`config.mk`:
```
export PLATFORM = sky130hd
export DESIGN_NAME = acc_stack_unit
export DESIGN_NICKNAME = d
export VERILOG_FILES = /design/src/rtl/nibbler_acc_pkg.sv /design/src/rtl/acc_lifo.sv /design/src/rtl/acc_stack_unit.sv
export SDC_FILE = /design/constraint.sdc
export NUM_CORES = 1
export LEC_CHECK = 0
export ABC_AREA = 1
export ABC_CLOCK_PERIOD_IN_PS = 1800
export CAP_MARGIN = 40
export CORE_MARGIN = 1.5
export CORE_UTILIZATION = 50
export DETAILED_ROUTE_END_ITERATION = 7
export PLACE_DENSITY = 0.78
export SYNTH_ARGS = -nofsm -noshare
export SYNTH_HDL_FRONTEND = slang
export SYNTH_SLANG_ARGS = --single-unit
```
`constraint.sdc`:
```
create_clock -name clk -period 1.8 [get_ports clk]
set_clock_uncertainty 0.15 [all_clocks]
set_input_delay 0.36 -clock clk [delete_from_list [all_inputs] [get_ports clk]]
set_output_delay 0.36 -clock clk [all_outputs]
set_load 0.02 [all_outputs]
```
`src/rtl/nibbler_acc_pkg.sv`:
```
// ---------------------------------------------------------------------------
// nibbler_acc_pkg
// Shared definitions for the nibble processor accumulator path.
//   - OP_* localparams : 3-bit operation codes driven by the control unit
//   - acc_op_e         : enum view of the same codes for decoders/debug
//   - acc_op_name      : helper that maps an op code to a short mnemonic
// ---------------------------------------------------------------------------
package nibbler_acc_pkg;

    localparam logic [2:0] OP_HOLD = 3'b000;
    localparam logic [2:0] OP_LOAD = 3'b001;
    localparam logic [2:0] OP_ADD  = 3'b010;
    localparam logic [2:0] OP_SUB  = 3'b011;
    localparam logic [2:0] OP_NAND = 3'b100;
    localparam logic [2:0] OP_PUSH = 3'b101;
    localparam logic [2:0] OP_POP  = 3'b110;
    localparam logic [2:0] OP_CLR  = 3'b111;

    // Enum members carry an E_ prefix so they do not collide with the
    // plain localparams above; the encodings are identical.
    typedef enum logic [2:0] {
        E_HOLD = 3'b000,
        E_LOAD = 3'b001,
        E_ADD  = 3'b010,
        E_SUB  = 3'b011,
        E_NAND = 3'b100,
        E_PUSH = 3'b101,
        E_POP  = 3'b110,
        E_CLR  = 3'b111
    } acc_op_e;

    function automatic string acc_op_name(input logic [2:0] code);
        case (code)
            OP_HOLD: return "HOLD";
            OP_LOAD: return "LOAD";
            OP_ADD:  return "ADD";
            OP_SUB:  return "SUB";
            OP_NAND: return "NAND";
            OP_PUSH: return "PUSH";
            OP_POP:  return "POP";
            default: return "CLR";
        endcase
    endfunction

endpackage

```
`src/rtl/acc_lifo.sv`:
```
// ---------------------------------------------------------------------------
// acc_lifo
// LIFO shadow stack for the accumulator.
//   clk, rst      : clock, synchronous active-high reset (empties the stack)
//   push, pop     : requests (never both at once); illegal ones are ignored
//   wdata         : value stored on a legal push
//   rdata         : current top-of-stack (valid while not empty)
//   full, empty   : registered occupancy flags
//   depth         : registered occupancy count
//   err           : one-cycle pulse after a push-when-full / pop-when-empty
// ---------------------------------------------------------------------------
module acc_lifo #(
    parameter int WIDTH = 4,
    parameter int DEPTH = 4
) (
    input  logic                         clk,
    input  logic                         rst,
    input  logic                         push,
    input  logic                         pop,
    input  logic [WIDTH-1:0]             wdata,
    output logic [WIDTH-1:0]             rdata,
    output logic                         full,
    output logic                         empty,
    output logic [$clog2(DEPTH+1)-1:0]   depth,
    output logic                         err
);

    localparam int DW = $clog2(DEPTH + 1);
    localparam int AW = (DEPTH > 1) ? $clog2(DEPTH) : 1;
    localparam logic [DW-1:0] ONE_V   = DW'(1);
    localparam logic [DW-1:0] DEPTH_V = DW'(DEPTH);

    logic [WIDTH-1:0] mem [0:DEPTH-1];

    logic [DW-1:0] count_q, count_d;
    logic          full_q, full_d;
    logic          empty_q, empty_d;
    logic          err_q, err_d;
    logic          we;
    logic [AW-1:0] wr_idx;
    logic [AW-1:0] top_idx;

    // The next free slot is the occupancy count; the top entry sits one
    // below it. Subtracting in AW bits wraps correctly when the stack is
    // completely full of a power-of-two depth.
    assign wr_idx  = count_q[AW-1:0];
    assign top_idx = wr_idx - AW'(1);

    // Occupancy update and overflow/underflow detection. Flags are derived
    // from the next count so full/empty/depth always agree with each other.
    always_comb begin
        count_d = count_q;
        err_d   = 1'b0;
        we      = 1'b0;
        if (push) begin
            if (full_q) begin
                err_d = 1'b1;
            end else begin
                we      = 1'b1;
                count_d = count_q + ONE_V;
            end
        end else if (pop) begin
            if (empty_q) begin
                err_d = 1'b1;
            end else begin
                count_d = count_q - ONE_V;
            end
        end
        full_d  = (count_d == DEPTH_V);
        empty_d = (count_d == '0);
    end

    always_ff @(posedge clk) begin
        if (rst) begin
            count_q <= '0;
            full_q  <= 1'b0;
            empty_q <= 1'b1;
            err_q   <= 1'b0;
        end else begin
            count_q <= count_d;
            full_q  <= full_d;
            empty_q <= empty_d;
            err_q   <= err_d;
        end
    end

    // Storage is never cleared; reset only resets the pointer, so stale
    // contents are unreachable afterwards.
    always_ff @(posedge clk) begin
        if (!rst && we) begin
            mem[wr_idx] <= wdata;
        end
    end

    assign rdata = empty_q ? '0 : mem[top_idx];
    assign full  = full_q;
    assign empty = empty_q;
    assign depth = count_q;
    assign err   = err_q;

endmodule

```
`src/rtl/acc_stack_unit.sv`:
```
// ---------------------------------------------------------------------------
// acc_stack_unit
// Parametrised accumulator with carry/zero flags and a LIFO shadow stack.
//   clk, rst   : clock, synchronous active-high reset (wins over en/op)
//   en, op     : operation enable and 3-bit op code (see nibbler_acc_pkg)
//   in_data    : operand / load value
//   out        : registered accumulator
//   carry      : carry / no-borrow flag, written only by ADD and SUB
//   zero       : registered (out == 0)
//   full/empty/depth : shadow stack occupancy
//   err        : one-cycle pulse after an illegal PUSH or POP
// SAT=1 clamps ADD overflow to all ones and SUB borrow to zero.
// ---------------------------------------------------------------------------
module acc_stack_unit
    import nibbler_acc_pkg::*;
#(
    parameter int WIDTH = 4,
    parameter int DEPTH = 4,
    parameter bit SAT   = 1'b0
) (
    input  logic                         clk,
    input  logic                         rst,
    input  logic                         en,
    input  logic [2:0]                   op,
    input  logic [WIDTH-1:0]             in_data,
    output logic [WIDTH-1:0]             out,
    output logic                         carry,
    output logic                         zero,
    output logic                         full,
    output logic                         empty,
    output logic [$clog2(DEPTH+1)-1:0]   depth,
    output logic                         err
);

    logic [WIDTH-1:0] acc_q, acc_d;
    logic             carry_q, carry_d;
    logic             zero_q, zero_d;

    logic [WIDTH:0]   add_full;
    logic [WIDTH:0]   sub_full;
    logic             push, pop;
    logic [WIDTH-1:0] stack_top;
    logic             stack_empty;

    assign push = en && (op == OP_PUSH);
    assign pop  = en && (op == OP_POP);

    acc_lifo #(
        .WIDTH (WIDTH),
        .DEPTH (DEPTH)
    ) u_lifo (
        .clk   (clk),
        .rst   (rst),
        .push  (push),
        .pop   (pop),
        .wdata (acc_q),
        .rdata (stack_top),
        .full  (full),
        .empty (stack_empty),
        .depth (depth),
        .err   (err)
    );

    assign empty = stack_empty;

    // Both arithmetic results are formed one bit wider so the MSB is the
    // carry-out; SUB uses two's complement so carry=1 means no borrow.
    assign add_full = {1'b0, acc_q} + {1'b0, in_data};
    assign sub_full = {1'b0, acc_q} + {1'b0, ~in_data} + {{WIDTH{1'b0}}, 1'b1};

    // ALU mux. Carry is reported the same in wrap and saturate mode; only
    // the stored accumulator value is clamped. A POP on an empty stack
    // leaves the accumulator alone.
    always_comb begin
        acc_d   = acc_q;
        carry_d = carry_q;
        if (en) begin
            case (op)
                OP_LOAD: acc_d = in_data;
                OP_ADD: begin
                    carry_d = add_full[WIDTH];
                    if (SAT && add_full[WIDTH]) acc_d = '1;
                    else                        acc_d = add_full[WIDTH-1:0];
                end
                OP_SUB: begin
                    carry_d = sub_full[WIDTH];
                    if (SAT && !sub_full[WIDTH]) acc_d = '0;
                    else                         acc_d = sub_full[WIDTH-1:0];
                end
                OP_NAND: acc_d = ~(acc_q & in_data);
                OP_POP: begin
                    if (!stack_empty) acc_d = stack_top;
                end
                OP_CLR:  acc_d = '0;
                default: acc_d = acc_q;
            endcase
        end
        zero_d = (acc_d == '0);
    end

    always_ff @(posedge clk) begin
        if (rst) begin
            acc_q   <= '0;
            carry_q <= 1'b0;
            zero_q  <= 1'b1;
        end else begin
            acc_q   <= acc_d;
            carry_q <= carry_d;
            zero_q  <= zero_d;
        end
    end

    assign out   = acc_q;
    assign carry = carry_q;
    assign zero  = zero_q;

endmodule

```
==> flow_metrics.tcl <==
set metrics [dict create \
    outcome "finished, violations left" \
    violations "negative setup slack" \
    fin_ws_ns -0.0929 \
    path_buf_inv 2 \
    holdPathStages 2 \
    post_drt_wl_per_cell_um 12.6 \
    critical-path-top-delay-family "simple AND/OR/NAND/NOR gates" \
    grt_max_degree 16 \
    dr.pass1.iters 4 \
    grt_usage_pct 23.9 \
    grt_pass1_wl_um 7620 \
    start_util_pct 53.4 \
    worst_hold_path_type "reg -> reg" \
    coreArea_mm2 0.00344 \
    maxCapViolations 0 \
    clk_pin_slew_worst_paths_ns 0.10 \
    dieArea_mm2 0.00405 \
    required_ns 1.88 \
    postPlaceCellArea_mm2 0.00243 \
    synthCells 249 \
    worst_path_max_delay_cell "fa_2" \
    ys_seq_area_share_pct 39.2 \
    fp.dieW_um 63.6 \
    path_cells "inv_4 > ha_4 > inv_2 > fa_2 > nand3_2 > nand2_2 > nor2_2 > nand3_1 > nand2_2 > nand3_2 > nor2_2" \
    stdcell_area_mm2 0.00257 \
    finalMaxSlewViolations 0 \
    setup_viol 2 \
    fillCellCount 283 \
    n_antenna_cell 0 \
    tritoncts "done" \
    die_h_um 63.6 \
    max_freq_mhz 528 \
    vias_per_cell 4.86 \
    pin_count 22 \
    syn_to_final_growth_pct 39.9 \
    max-slew-margin-rel_pct 80.6 \
    final_cell_mix "60 x nand2_1, 42 x buf_4, 38 x inv_1, 26 x nor2_1, 22 x nand3_1" \
    syn_area_per_cell_um2 7.38 \
    final_hold_viol_count 0 \
    cts.sink_count 28 \
    dp_slack_ns -0.592 \
    r2r-start "out[0]$_SDFF_PP0_" \
    htreeDepth 1 \
    vias 1753 \
    ant_nets 0 \
    ctsRootBufferMaster "clkbuf_8" \
    synth_area_mm2 0.00184 \
    cp_max_fo 4 \
    cts_hold_buf 0 \
    cp-end-kind "flip-flop" \
    vdd_drop_max_mv 0.420 \
    first_global_vias 1692 \
    rsz0062_at_grt "true" \
    clock_path_buffers 2 \
    arrival_ns 1.97 \
    remaining_drc_errors 0 \
    routed_wl_um 4540 \
    numPortBuffers 21 \
    cp-start-kind "flip-flop" \
    reg2reg_slack_ns -0.09 \
    dp_hpwl_um 3400 \
    drt-initial-drc-count 118 \
    synth-seq-cells 28 \
    finalCritPeriodShare_pct 105 \
    clk-insertion-delay-late_ns 0.28 \
    place.gp.congestion 0.860 \
    hold_path.startpoint "carry$_SDFFE_PP0P_" \
    reg2reg_depth 11 \
    yosys.cell_types.count 26 \
    antenna_found_initial 0 \
    hold_end "carry$_SDFFE_PP0P_" \
    drive_gt1_share_pct 29.8 \
    p_leak_nw 1.29 \
    nets 340 \
    path_class "reg -> reg" \
    crit_start "out[0]$_SDFF_PP0_" \
    max_stage_delay_ns 0.44 \
    floorplan.rows 21 \
    tightestPinTransition_ns 0.291 \
    grt.overflow.total 0 \
    ys_warn_count 0 \
    power.density_mw_per_mm2 690 \
    min_period_ns 1.89 \
    cts_made_buffers 3 \
    reg2reg_to "zero$_SDFF_PP1_" \
    synth_fp_nets 273 \
    layout_commonest_cell "nand2_1" \
]
-- worst reg2reg max path: stages, from the launching register on --
cell and delay [ns]:
dfxtp_4 0.38, inv_4 0.04, ha_4 0.14, inv_2 0.06
fa_2 0.44, nand3_2 0.09, nand2_2 0.06, nor2_2 0.11
nand3_1 0.11, nand2_2 0.09, nand3_2 0.08, nor2_2 0.08
-- cell usage after synthesis --
cell type,count,area (µm²)
a21boi_0,1,7.51
a21oi_1,11,55.1
buf_1,1,3.75
buf_4,1,7.51
clkinv_1,2,7.51
dfxtp_1,12,240
edfxtp_1,16,480
fa_1,2,40.0
ha_1,12,150
inv_1,44,165
inv_2,4,15.0
nand2_1,64,240
nand2_2,5,31.3
nand2_4,1,11.3
nand3_1,24,120
nand3_2,1,10.0
nand3b_1,3,22.5
nand4_1,1,6.26
nor2_1,28,105
nor2_2,3,18.8
nor2_4,5,56.3
nor3_1,1,5.00
o211ai_1,1,7.51
o21ai_0,3,15.0
o21ai_1,2,10.0
or2_2,1,6.26
-- flip-flops by register name (all words and copies together), names as in the netlist --
name	cells
u_lifo.full	1
u_lifo.err	1
u_lifo.mem	16
carry	1
u_lifo.empty	1
zero	1
u_lifo.depth	3
out	4
-- power by group --
| part | switching (mW) | internal (mW) |
|---|---|---|
| registers | 0.0316 | 0.712 |
| clock network | 0.195 | 0.196 |
| logic | 0.366 | 0.275 |
-- repair_timing --
item | in CTS | in global routing
cloned | 0 | 0
resized for setup | 24 | 18
pin swaps | 5 | 10
buffers inserted | 0 | 1
setup endpoints to repair | 30 | 28
-- routing by layer --
layer  track usage, %  up-vias  part of all wire (%)
li1                 -      910                     -
met1             32.0      792                    45
met2             40.8       44                    49
met3             3.04        7                   4.4
met4             6.25        0                   1.2
met5                0        -                     0
-- area by class of cell --
| cell class | count | area, µm² | area share [%] |
|---|---|---|---|
| Tap cell | 46 | 57.6 | 2.24 |
| Sequential cell | 28 | 727 | 28.3 |
| Inverter | 50 | 191 | 7.45 |
| Timing Repair Buffer | 64 | 528 | 20.5 |
| Clock buffer | 4 | 55.1 | 2.14 |
| Multi-Input combinational cell | 169 | 1010 | 39.4 |
-- how the worst max path moves through the flow --
stage | depth (start not counted) | slack, ns | end
CTS | 11 | -0.12 | zero$_SDFF_PP1_
global placement | 11 | -0.60 | zero$_SDFF_PP1_
detailed placement | 11 | -0.59 | zero$_SDFF_PP1_
floorplan | 14 | 0.007 | zero$_SDFF_PP1_
finish | 11 | -0.09 | zero$_SDFF_PP1_
global route | 11 | -0.18 | zero$_SDFF_PP1_
-- cells by family (layout without fill, tap and decap cells) --
| logic type | count (synthesis) | in the layout | synth area share (%) |
|---|---|---|---|
| adders and majority gates | 14 | 14 | 10.3 |
| buffers and inverters | 52 | 118 | 10.8 |
| and+or+nand+nor | 137 | 137 | 34.4 |
| DFF | 28 | 28 | 39.2 |
| AOI/OAI and AO/OA | 18 | 18 | 5.17 |
-- per-stage QoR --
stage | TNS (ns) | cells | hold WS (ns) | power, mW | utilization [%]
2_1_floorplan | 0 | 249 | 0.354 | 1.10 | -
3_3_place_gp | -8.88 | 356 | 0.326 | 1.35 | 70.6
3_5_place_dp | -9.47 | 356 | 0.329 | 1.37 | 70.6
4_1_cts | -0.124 | 360 | 0.346 | 1.75 | 72.9
5_1_grt | -0.310 | 361 | 0.400 | 1.88 | 74.7
6_report | -0.108 | 361 | 0.349 | 1.77 | 74.7
Note: power is estimated with default switching activity, not from simulation.
